File: config.mk
export PLATFORM = sky130hd
export DESIGN_NAME = lut_and_i8_skid_stage
export DESIGN_NICKNAME = d
export VERILOG_FILES = /design/src/rtl/lut_and_i8_skid_stage.sv
export SDC_FILE = /design/constraint.sdc
export NUM_CORES = 1
export LEC_CHECK = 0
export CAP_MARGIN = 20
export CORE_MARGIN = 1
export CORE_UTILIZATION = 48
export CTS_CLUSTER_DIAMETER = 80
export DETAILED_ROUTE_END_ITERATION = 8
export PLACE_DENSITY = 0.87
export REMOVE_ABC_BUFFERS = 1
export SLEW_MARGIN = 30
export SYNTH_ARGS = -nofsm -noshare
export SYNTH_HDL_FRONTEND = slang
export SYNTH_SLANG_ARGS = --single-unit
File: constraint.sdc
create_clock -name clock -period 1.8 [get_ports clock]
set_input_delay 0.36 -clock clock [delete_from_list [all_inputs] [get_ports clock]]
set_output_delay 0.36 -clock clock [all_outputs]
set_load 0.03 [all_outputs]
File: src/rtl/lut_and_i8_skid_stage.sv
// lut_and_i8_skid_stage
//   Output stage for the LUT-mapped 8-bit AND. Captures y under a valid/ready
//   handshake into a 2-entry skid buffer (head + skid registers), so that
//   in_ready and out_valid are decoded from registered state only and
//   downstream back-pressure never reaches the AND datapath combinationally.
//   Also counts completed output transfers in a wrapping counter.
//   Optional feature: define AND_SKID_PARITY_EN to add out_parity (= ^out_y),
//   registered alongside the head register.
module lut_and_i8_skid_stage #(
  parameter int WIDTH     = 8,
  parameter int CNT_WIDTH = 16
) (
  input  logic                 clock,
  input  logic                 reset,
  input  logic                 in_valid,
  input  logic [WIDTH-1:0]     in_y,
  output logic                 in_ready,
  output logic                 out_valid,
  output logic [WIDTH-1:0]     out_y,
  input  logic                 out_ready,
  output logic [CNT_WIDTH-1:0] xfer_count
`ifdef AND_SKID_PARITY_EN
  ,
  output logic                 out_parity
`endif
);

  typedef enum logic [1:0] {
    ST_EMPTY = 2'd0,
    ST_ONE   = 2'd1,
    ST_TWO   = 2'd2
  } state_t;

  state_t               r_state;
  state_t               w_state_nxt;
  logic [WIDTH-1:0]     r_head;
  logic [WIDTH-1:0]     r_skid;
  logic [WIDTH-1:0]     w_head_nxt;
  logic [WIDTH-1:0]     w_skid_nxt;
  logic [CNT_WIDTH-1:0] r_cnt;
  logic                 w_push;
  logic                 w_pop;

  // Handshake flags are decoded from the state register only.
  assign in_ready   = (r_state != ST_TWO);
  assign out_valid  = (r_state != ST_EMPTY);
  assign w_push     = in_valid & in_ready;
  assign w_pop      = out_valid & out_ready;
  assign out_y      = r_head;
  assign xfer_count = r_cnt;

  // Next-state and next-data decode for the skid buffer.
  always_comb begin
    // NOTE: every output of this block gets a default first, so no path
    // through the case leaves a variable unassigned and no latch is inferred.
    w_state_nxt = r_state;
    w_head_nxt  = r_head;
    w_skid_nxt  = r_skid;
    unique case (r_state)
      ST_EMPTY: begin
        if (w_push) begin
          w_state_nxt = ST_ONE;
          w_head_nxt  = in_y;
        end
      end
      ST_ONE: begin
        unique case ({w_push, w_pop})
          2'b11: w_head_nxt = in_y;
          2'b10: begin
            w_state_nxt = ST_TWO;
            w_skid_nxt  = in_y;
          end
          2'b01: w_state_nxt = ST_EMPTY;
          default: ;
        endcase
      end
      ST_TWO: begin
        if (w_pop) begin
          w_state_nxt = ST_ONE;
          w_head_nxt  = r_skid;
        end
      end
      default: w_state_nxt = ST_EMPTY;
    endcase
  end

  // State and storage registers; reset drops any buffered data.
  always_ff @(posedge clock or negedge reset) begin
    if (!reset) begin
      // NOTE: the data registers are reset too (not just the state), because
      // out_y is architecturally visible and must read 0 out of reset.
      r_state <= ST_EMPTY;
      r_head  <= '0;
      r_skid  <= '0;
    end else begin
      // NOTE: non-blocking assignments so every register samples the values
      // from before this edge, independent of statement order.
      r_state <= w_state_nxt;
      r_head  <= w_head_nxt;
      r_skid  <= w_skid_nxt;
    end
  end

  // Completed output handshakes; wraps naturally at 2^CNT_WIDTH.
  always_ff @(posedge clock or negedge reset) begin
    if (!reset) begin
      r_cnt <= '0;
    end else if (w_pop) begin
      r_cnt <= r_cnt + CNT_WIDTH'(1);
    end
  end

`ifdef AND_SKID_PARITY_EN
  logic r_parity;

  // Parity of the head register, loaded in the same cycle as the head itself.
  always_ff @(posedge clock or negedge reset) begin
    if (!reset) begin
      r_parity <= 1'b0;
    end else begin
      r_parity <= ^w_head_nxt;
    end
  end

  assign out_parity = r_parity;
`endif

endmodule
After elaboration in Yosys (flattened, before gate mapping)
Index checks and enable logic that the tools add are counted.

cells by class
  magnitude comparators = 0
  muxes and demuxes = 8
  shifts and indexed selects = 0
  reductions and logical operators = 6
  bitwise logic cells = 2
  equality and inequality tests = 10
  add/sub/neg operators = 1
  div/mod/pow operators = 0
  multiply operators = 0

operators by type and width
  operator                                             number
  2-to-1 mux 8 bit                                     3
  one-hot mux 8 bit (3 select lines)                   1
  adder 16 x 1 -> 16 bit, second input constant        1
  equality test 2 bit, second input constant           3
  != test 2 bit, second input constant                 3
  one-hot mux 2 bit (3 select lines)                   1
  equality test 2 x 1 -> 1 bit, second input constant  2
  2-to-1 mux 2 bit                                     2
  one-hot mux 2 bit (2 select lines)                   1
  AND reduction 4 bit                                  1
  != test 3 x 2 -> 1 bit, second input constant        1
  AND reduction 3 bit                                  1
  nonzero test 3 bit                                   1
  bitwise AND 1 bit                                    2
  zero test 2 bit                                      1
  != test 2 x 1 -> 1 bit, second input constant        1
  AND reduction 2 bit                                  1
  nonzero test 2 bit                                   1

storage, ports and cells
  output and inout port bits = 26
  logic and storage cells = 31
  input port bits = 12
  bits in latches = 0
  bits in writable memories = 0
  flip-flop bits (word level) = 34
  memories kept = 0
  ROM bits = 0

Logic depth before layout (Yosys ltp)
Gate-level depths: netlist of run 1.

  depth after elaboration = 5
  gate-level depth with buffers = 5
  gate-level depth less buffers = 5

Worst setup path before layout of run 1
No wires, ideal clock.

  path kind = reg2reg
  start = register r_cnt[4] (netlist: xfer_count[4])
  end = register r_cnt[13] (netlist: xfer_count[13])
  data arrival time = 1.402 ns
  buffers on the path = 0
  cell stages (with the launch flop) = 5
  library setup time = 0.133 ns
  data required time = 1.667 ns
  slack = 0.265 ns
  period minus slack after synthesis = 1.535 ns
  path through = dfrtp_1 > nand4_1 > nor4_4 > nand3_1 > xnor2_1

on the way
  word-level cells in the longest chain between the ends = 1

RTL lines
  what                    RTL line  text
  start, declared         40        logic [CNT_WIDTH-1:0] r_cnt;
  start signal, assigned  109       r_cnt <= r_cnt + CNT_WIDTH'(1);
  adder 16 x 1 -> 16 bit  109

Every way passes these cells.
A chain may end at the register's enable or synchronous reset.

Worst setup path in the final report of run 1
  start = register r_cnt[13] (netlist: xfer_count[13])
  end = output port xfer_count[13]

RTL lines
  what           RTL line  text
  end, declared  21        output logic [CNT_WIDTH-1:0] xfer_count

No word-level cell between the ends.

==> results.cfg, run 1 <==
[outcome]
status = finished with violations
violations = DRC

[worst_setup_path]
crit_end = xfer_count[13]
cp_slowest_cell = clkdlybuf4s50_1
worstPathCellList = clkdlybuf4s50_1
crit_buf_inv = 1
end_kind = primary output
regToRegSetupSlack_ps = 200
crit_required_ps = 1440
cp.arrival_ps = 1390
r2r.worst_path.cells = 6
start_kind = flip-flop
crit_path_max_fanout = 3
cp_top_family = buffers and inverters
worstReg2RegStart = r_state[1]$_DFFE_PN0P_
r2r-end = out_y[6]$_DFFE_PN0P_
critPathLaunch = xfer_count[13]$_DFFE_PN0P_
cp.depth = 1
critPathKind = flip-flop to primary output
max_stage_delay_ps = 680

[global_routing]
antenna_found_initial = 0
use_met3_pct = 3.35
grt_pass1_vias = 1128
use_met2_pct = 34.9
grtUsageMet1_pct = 23.4
grt_pass1_wl_mm = 4.95
gr-total-overflow = 0
grt_busiest_layer = met2
grt_max_degree = 35
track_usage_pct = 19.7

[floorplan]
placementRows = 19
die_h_um = 57.8
core_area_sq_um = 2850
dieArea_sq_um = 3340
die_x_um = 57.8
io_pins = 38
start_util_pct = 52.3

[timing]
finalSetupViolations = 0
hold_viol = 0
fin_crit_ps = 1750
maxSlewHeadroom_pct = 67.8
rsz0062_at_grt = no
worst_slack_ps = 47.3
worst_hold_slack_ps = 431
fin_crit_sh_pct = 97.4
fin_skew_ps = 11.7
drv_slew = 0
fin_tns_setup_ps = 0
max_freq_mhz = 571
tightest_slew_ps = 483

[clocking]
ctsHoldBuffers = 0
tritoncts = done
clk_latency_ps = 320
cts_buffers = 5
root_buffer = clkbuf_4
cts_buffer_depth = 2
cts.htree.levels = 2
cts_sinks = 34
path_clk_slew_ps = 100

[routing]
drt-total-wl_mm = 2.86
routed_via_density = 5.32
drt_iter0_drc = 17
ant_nets = 0
firstDrtPassIters = 6
dr_total_vias = 1102
drcViolationCount = 1
wl_per_cell_um = 13.8

[placed_design]
dpl_cell_area_sq_um = 1950
dp_slack_ps = -130
dpl.hpwl_mm = 2.12
port_buffers = 37
place_inst = 200
globalplace.congestion = 0.784

[final_layout]
final_net_count = 189
fin_area_sq_um = 1990
syn_to_final_growth_pct = 33.6
stdcell_count = 207
diodes = 0
nFillCells = 204
drive_gt1_share_pct = 10.2

[yosys]
syn_area_sq_um = 1490
syn_avg_cell_area_sq_um = 11.8
synth_seq_area_share_pct = 57.0
synth_warnings = 0
synth_cells = 127
synth-seq-cells = 34
ys_types = 24

[pwr]
p_leak_uw = 0.000962
irDropWorstVdd_v = 0.000644
cellPowerDensity_nw_per_um2 = 1150

[hold_path]
hold_class = primary input to asynchronous set/reset pin

[job]
maxCapViolCount = 0
power breakdown:
part | leakage, uW | total (uW) | internal [uW] | switching (uW)
Clock | 0.0000308 | 379 | 140 | 239
Sequential | 0.000418 | 1100 | 952 | 151
Combinational | 0.000514 | 806 | 342 | 464
Total | 0.000962 | 2290 | 1430 | 854
sequential cells by signal (all words and copies together) (netlist names):
signal,cells
out_y,8
r_state,2
r_skid,8
xfer_count,16
cells in the mapped netlist:
master / n / area share [%]
a21oi_1: 11 / 3.7
dfrtp_1: 34 / 57
xor2_1: 3 / 1.8
nand4_1: 3 / 1.3
o22ai_1: 1 / 0.42
and3_1: 2 / 0.84
o21ai_2: 1 / 0.59
ha_1: 1 / 0.84
buf_2: 3 / 1.0
xnor2_1: 12 / 7.0
nand3_1: 4 / 1.3
inv_1: 2 / 0.50
mux2i_1: 8 / 5.4
and4_1: 1 / 0.59
nor4_2: 1 / 0.84
a22o_1: 1 / 0.59
nor2b_1: 4 / 1.7
mux2_1: 8 / 6.0
nand2b_1: 1 / 0.42
nand2_1: 9 / 2.3
nor2_1: 13 / 3.3
and2_1: 1 / 0.42
nor4_4: 1 / 1.4
or2_1: 2 / 0.84
worst register-to-register path: stages, from the launching register on:
cell and delay [ps]:
dfrtp_1 410, buf_4 170, nor2b_1 170, buf_4 140, a22o_1 430, nor2_1 80, a21oi_1 130
layer usage:
metal | up-vias | wire length [um]
met5 | - | 0
met4 | 0 | 46
met3 | 5 | 90
met2 | 21 | 1460
met1 | 548 | 1260
li1 | 528 | -
cells in the final DEF (no fill, tap or decap), drive strengths merged, types with 3 or more instances in the layout:
cell / count
a21oi: 11
clkbuf: 5
dfrtp: 34
nor2b: 4
clkdlybuf4s50: 22
buf: 8
mux2i: 8
dlygate4sd2: 10
nor2: 13
nand4: 3
nand2: 9
dlymetal6s2s: 5
mux2: 8
xor2: 3
xnor2: 12
nand3: 4
through the flow:
stage               util [%]  total power, uW
global placement        68.2             1940
global route            69.9             2420
CTS                     69.5             2310
floorplan                  -             1580
finish                  69.9             2290
detailed placement      68.2             1980
layout make-up:
class	count	area [sq um]	share of cell area (%)
tap	31	38.8	1.94
inverter	2	7.51	0.376
clock buffer	5	37.5	1.88
timing repair buffer	45	430	21.6
clock inverter	2	10.0	0.502
multi-input combinational	88	619	31.1
sequential	34	851	42.7
how the worst min path moves through the flow:
stage                                     from                    endpoint  slack [ps]  depth (start not counted)
floorplan                                reset        out_y[0]$_DFFE_PN0P_          60                          0
global placement    xfer_count[15]$_DFFE_PN0P_  xfer_count[15]$_DFFE_PN0P_         460                          1
detailed placement  xfer_count[15]$_DFFE_PN0P_  xfer_count[15]$_DFFE_PN0P_         470                          1
CTS                                      reset        out_y[1]$_DFFE_PN0P_         440                          2
global route                             reset        out_y[1]$_DFFE_PN0P_         460                          2
finish                                   reset        out_y[1]$_DFFE_PN0P_         430                          2
what timing repair did:
action                                  4_1_cts  5_1_grt
buffers inserted                              0        0
hold endpoints to repair                      0        0
endpoints found under the setup margin       10        5
resized for setup                            10        5
logic make-up after synthesis:
logic type	after synthesis	synth area share, %
xor gates and xnor gates	15	8.80
muxes	16	11.4
adders and majority gates	1	0.838
DFF	34	57.0
buffers and inverters	5	1.51
AOI/OAI and AO/OA	14	5.28
and+or+nand+nor	42	15.2
(Power assumes the default switching activity.)
==> run 2: changes to the inputs <==
Settings changed: CORE_ASPECT_RATIO from default to 1.75.
==> results.cfg, run 2 (synthesis results as in run 1) <==
[outcome]
status = finished with violations
violations = DRC

[worst_setup_path]
start_kind = flip-flop
cp.depth = 1
max_stage_delay_ps = 700
crit_buf_inv = 1
cp.arrival_ps = 1400
regToRegSetupSlack_ps = 220
r2r.worst_path.cells = 5
worstPathCellList = clkdlybuf4s50_1
critPathKind = flip-flop to primary output
cp_slowest_cell = clkdlybuf4s50_1
crit_required_ps = 1440
end_kind = primary output
r2r-end = r_skid[4]$_DFFE_PN0P_
worstReg2RegStart = r_state[1]$_DFFE_PN0P_
crit_path_max_fanout = 5
cp_top_family = buffers and inverters

[clocking]
root_buffer = clkbuf_8
clk_latency_ps = 280
path_clk_slew_ps = 70
post_cts_buffers = 0
post_cts_resized = 2
cts_buffer_depth = 2
tritoncts = done
ctsHoldBuffers = 0
cts_buffers = 5
cts_sinks = 34
cts.htree.levels = 2

[placed_design]
port_buffers = 37
dpl.hpwl_mm = 2.31
globalplace.congestion = 0.765
place_inst = 196

[timing]
fin_skew_ps = 4.82
fin_crit_sh_pct = 97.8
hold_viol = 0
max_freq_mhz = 568
drv_slew = 0
maxSlewHeadroom_pct = 71.9
rsz0062_at_grt = no
tightest_slew_ps = 422
finalSetupViolations = 0
fin_crit_ps = 1760

[global_routing]
grt_max_degree = 35
antenna_found_initial = 0
grt_pass1_vias = 1175
grt_pass1_wl_mm = 5.19
track_usage_pct = 21.2
gr-total-overflow = 0

[floorplan]
io_pins = 38
placementRows = 26
die_h_um = 75.8
dieArea_sq_um = 3350
die_x_um = 44.2
start_util_pct = 51.0
core_area_sq_um = 2930

[final_layout]
final_net_count = 188
syn_to_final_growth_pct = 36.6
nFillCells = 240
layout_commonest_cell = dfrtp_1
largest_reg_flops = 16
stdcell_count = 204
seq_area_sq_um = 851
final_cell_mix = dfrtp_1, clkdlybuf4s50_1, nor2_1
diodes = 0
multi_input_area_sq_um = 621
drive_gt1_share_pct = 10.8

[pwr]
p_leak_uw = 0.000910
cellPowerDensity_nw_per_um2 = 1230
p_switching_uw = 878
irDropWorstVdd_v = 0.000710
power_frac_comb_pct = 32.9
power_frac_seq_pct = 44.4
p_clk_share_pct = 22.7
p_int_uw = 1630
p_total_uw = 2510
sw_frac_of_total_pct = 35.0

[routing]
ant_nets = 0
firstDrtPassIters = 6
drt_iter0_drc = 34
dr_total_vias = 1093
drt-total-wl_mm = 3.11
wl_per_cell_um = 15.3
routed_via_density = 5.36
drcViolationCount = 4

[job]
maxCapViolCount = 0

[hold_path]
hold_class = primary input to asynchronous set/reset pin
-- run 2: stage by stage --
| stage | instance area [sq um] | util (%) | hold slack, ps | worst slack, ps | setup TNS (ps) |
|---|---|---|---|---|---|
| 2_1_floorplan | 1480 | - | 64.4 | 34.3 | 0 |
| 6_report | 2040 | 69.7 | 489 | 39.7 | 0 |
| 3_5_place_dp | 1940 | 66.1 | 479 | -156 | -2520 |
| 5_1_grt | 2040 | 69.7 | 519 | 9.62 | 0 |
| 3_3_place_gp | 1940 | 66.1 | 466 | -66.6 | -1060 |
| 4_1_cts | 2030 | 69.3 | 494 | 14.4 | 0 |
-- run 2: worst max path at each step --
stage,endpoint,slack (ps),start
finish,xfer_count[5],40,xfer_count[5]$_DFFE_PN0P_
global route,xfer_count[6],10,xfer_count[6]$_DFFE_PN0P_
CTS,xfer_count[9],10,xfer_count[9]$_DFFE_PN0P_
detailed placement,out_y[1]$_DFFE_PN0P_,-160,in_valid
global placement,r_skid[2]$_DFFE_PN0P_,-70,in_valid
floorplan,in_ready,30,r_state[1]$_DFFE_PN0P_
-- run 2: cell type report --
| type | instances | share of cell area, % |
|---|---|---|
| sequential | 34 | 41.7 |
| multi-input combinational | 88 | 30.4 |
| timing repair buffer | 44 | 21.1 |
| clock buffer | 6 | 4.05 |
| tap | 28 | 1.72 |
| clock inverter | 2 | 0.613 |
| inverter | 2 | 0.368 |
-- run 2: power groups by stage --
| stage | Combinational [uW] | Sequential, uW | Clock, uW |
|---|---|---|---|
| 2_1_floorplan | 268 | 1320 | 0 |
| 3_3_place_gp | 818 | 1110 | 0 |
| 3_5_place_dp | 843 | 1130 | 0 |
| 4_1_cts | 840 | 1120 | 588 |
| 5_1_grt | 891 | 1140 | 605 |
| 6_report | 825 | 1110 | 569 |
-- run 2: routing by layer --
layer	part of all wire, %	track usage, %	vias up
li1	-	-	529
met1	38	22.6	524
met2	55	39.9	35
met3	5.4	5.45	5
met4	1.2	6.06	0
met5	0	0	-
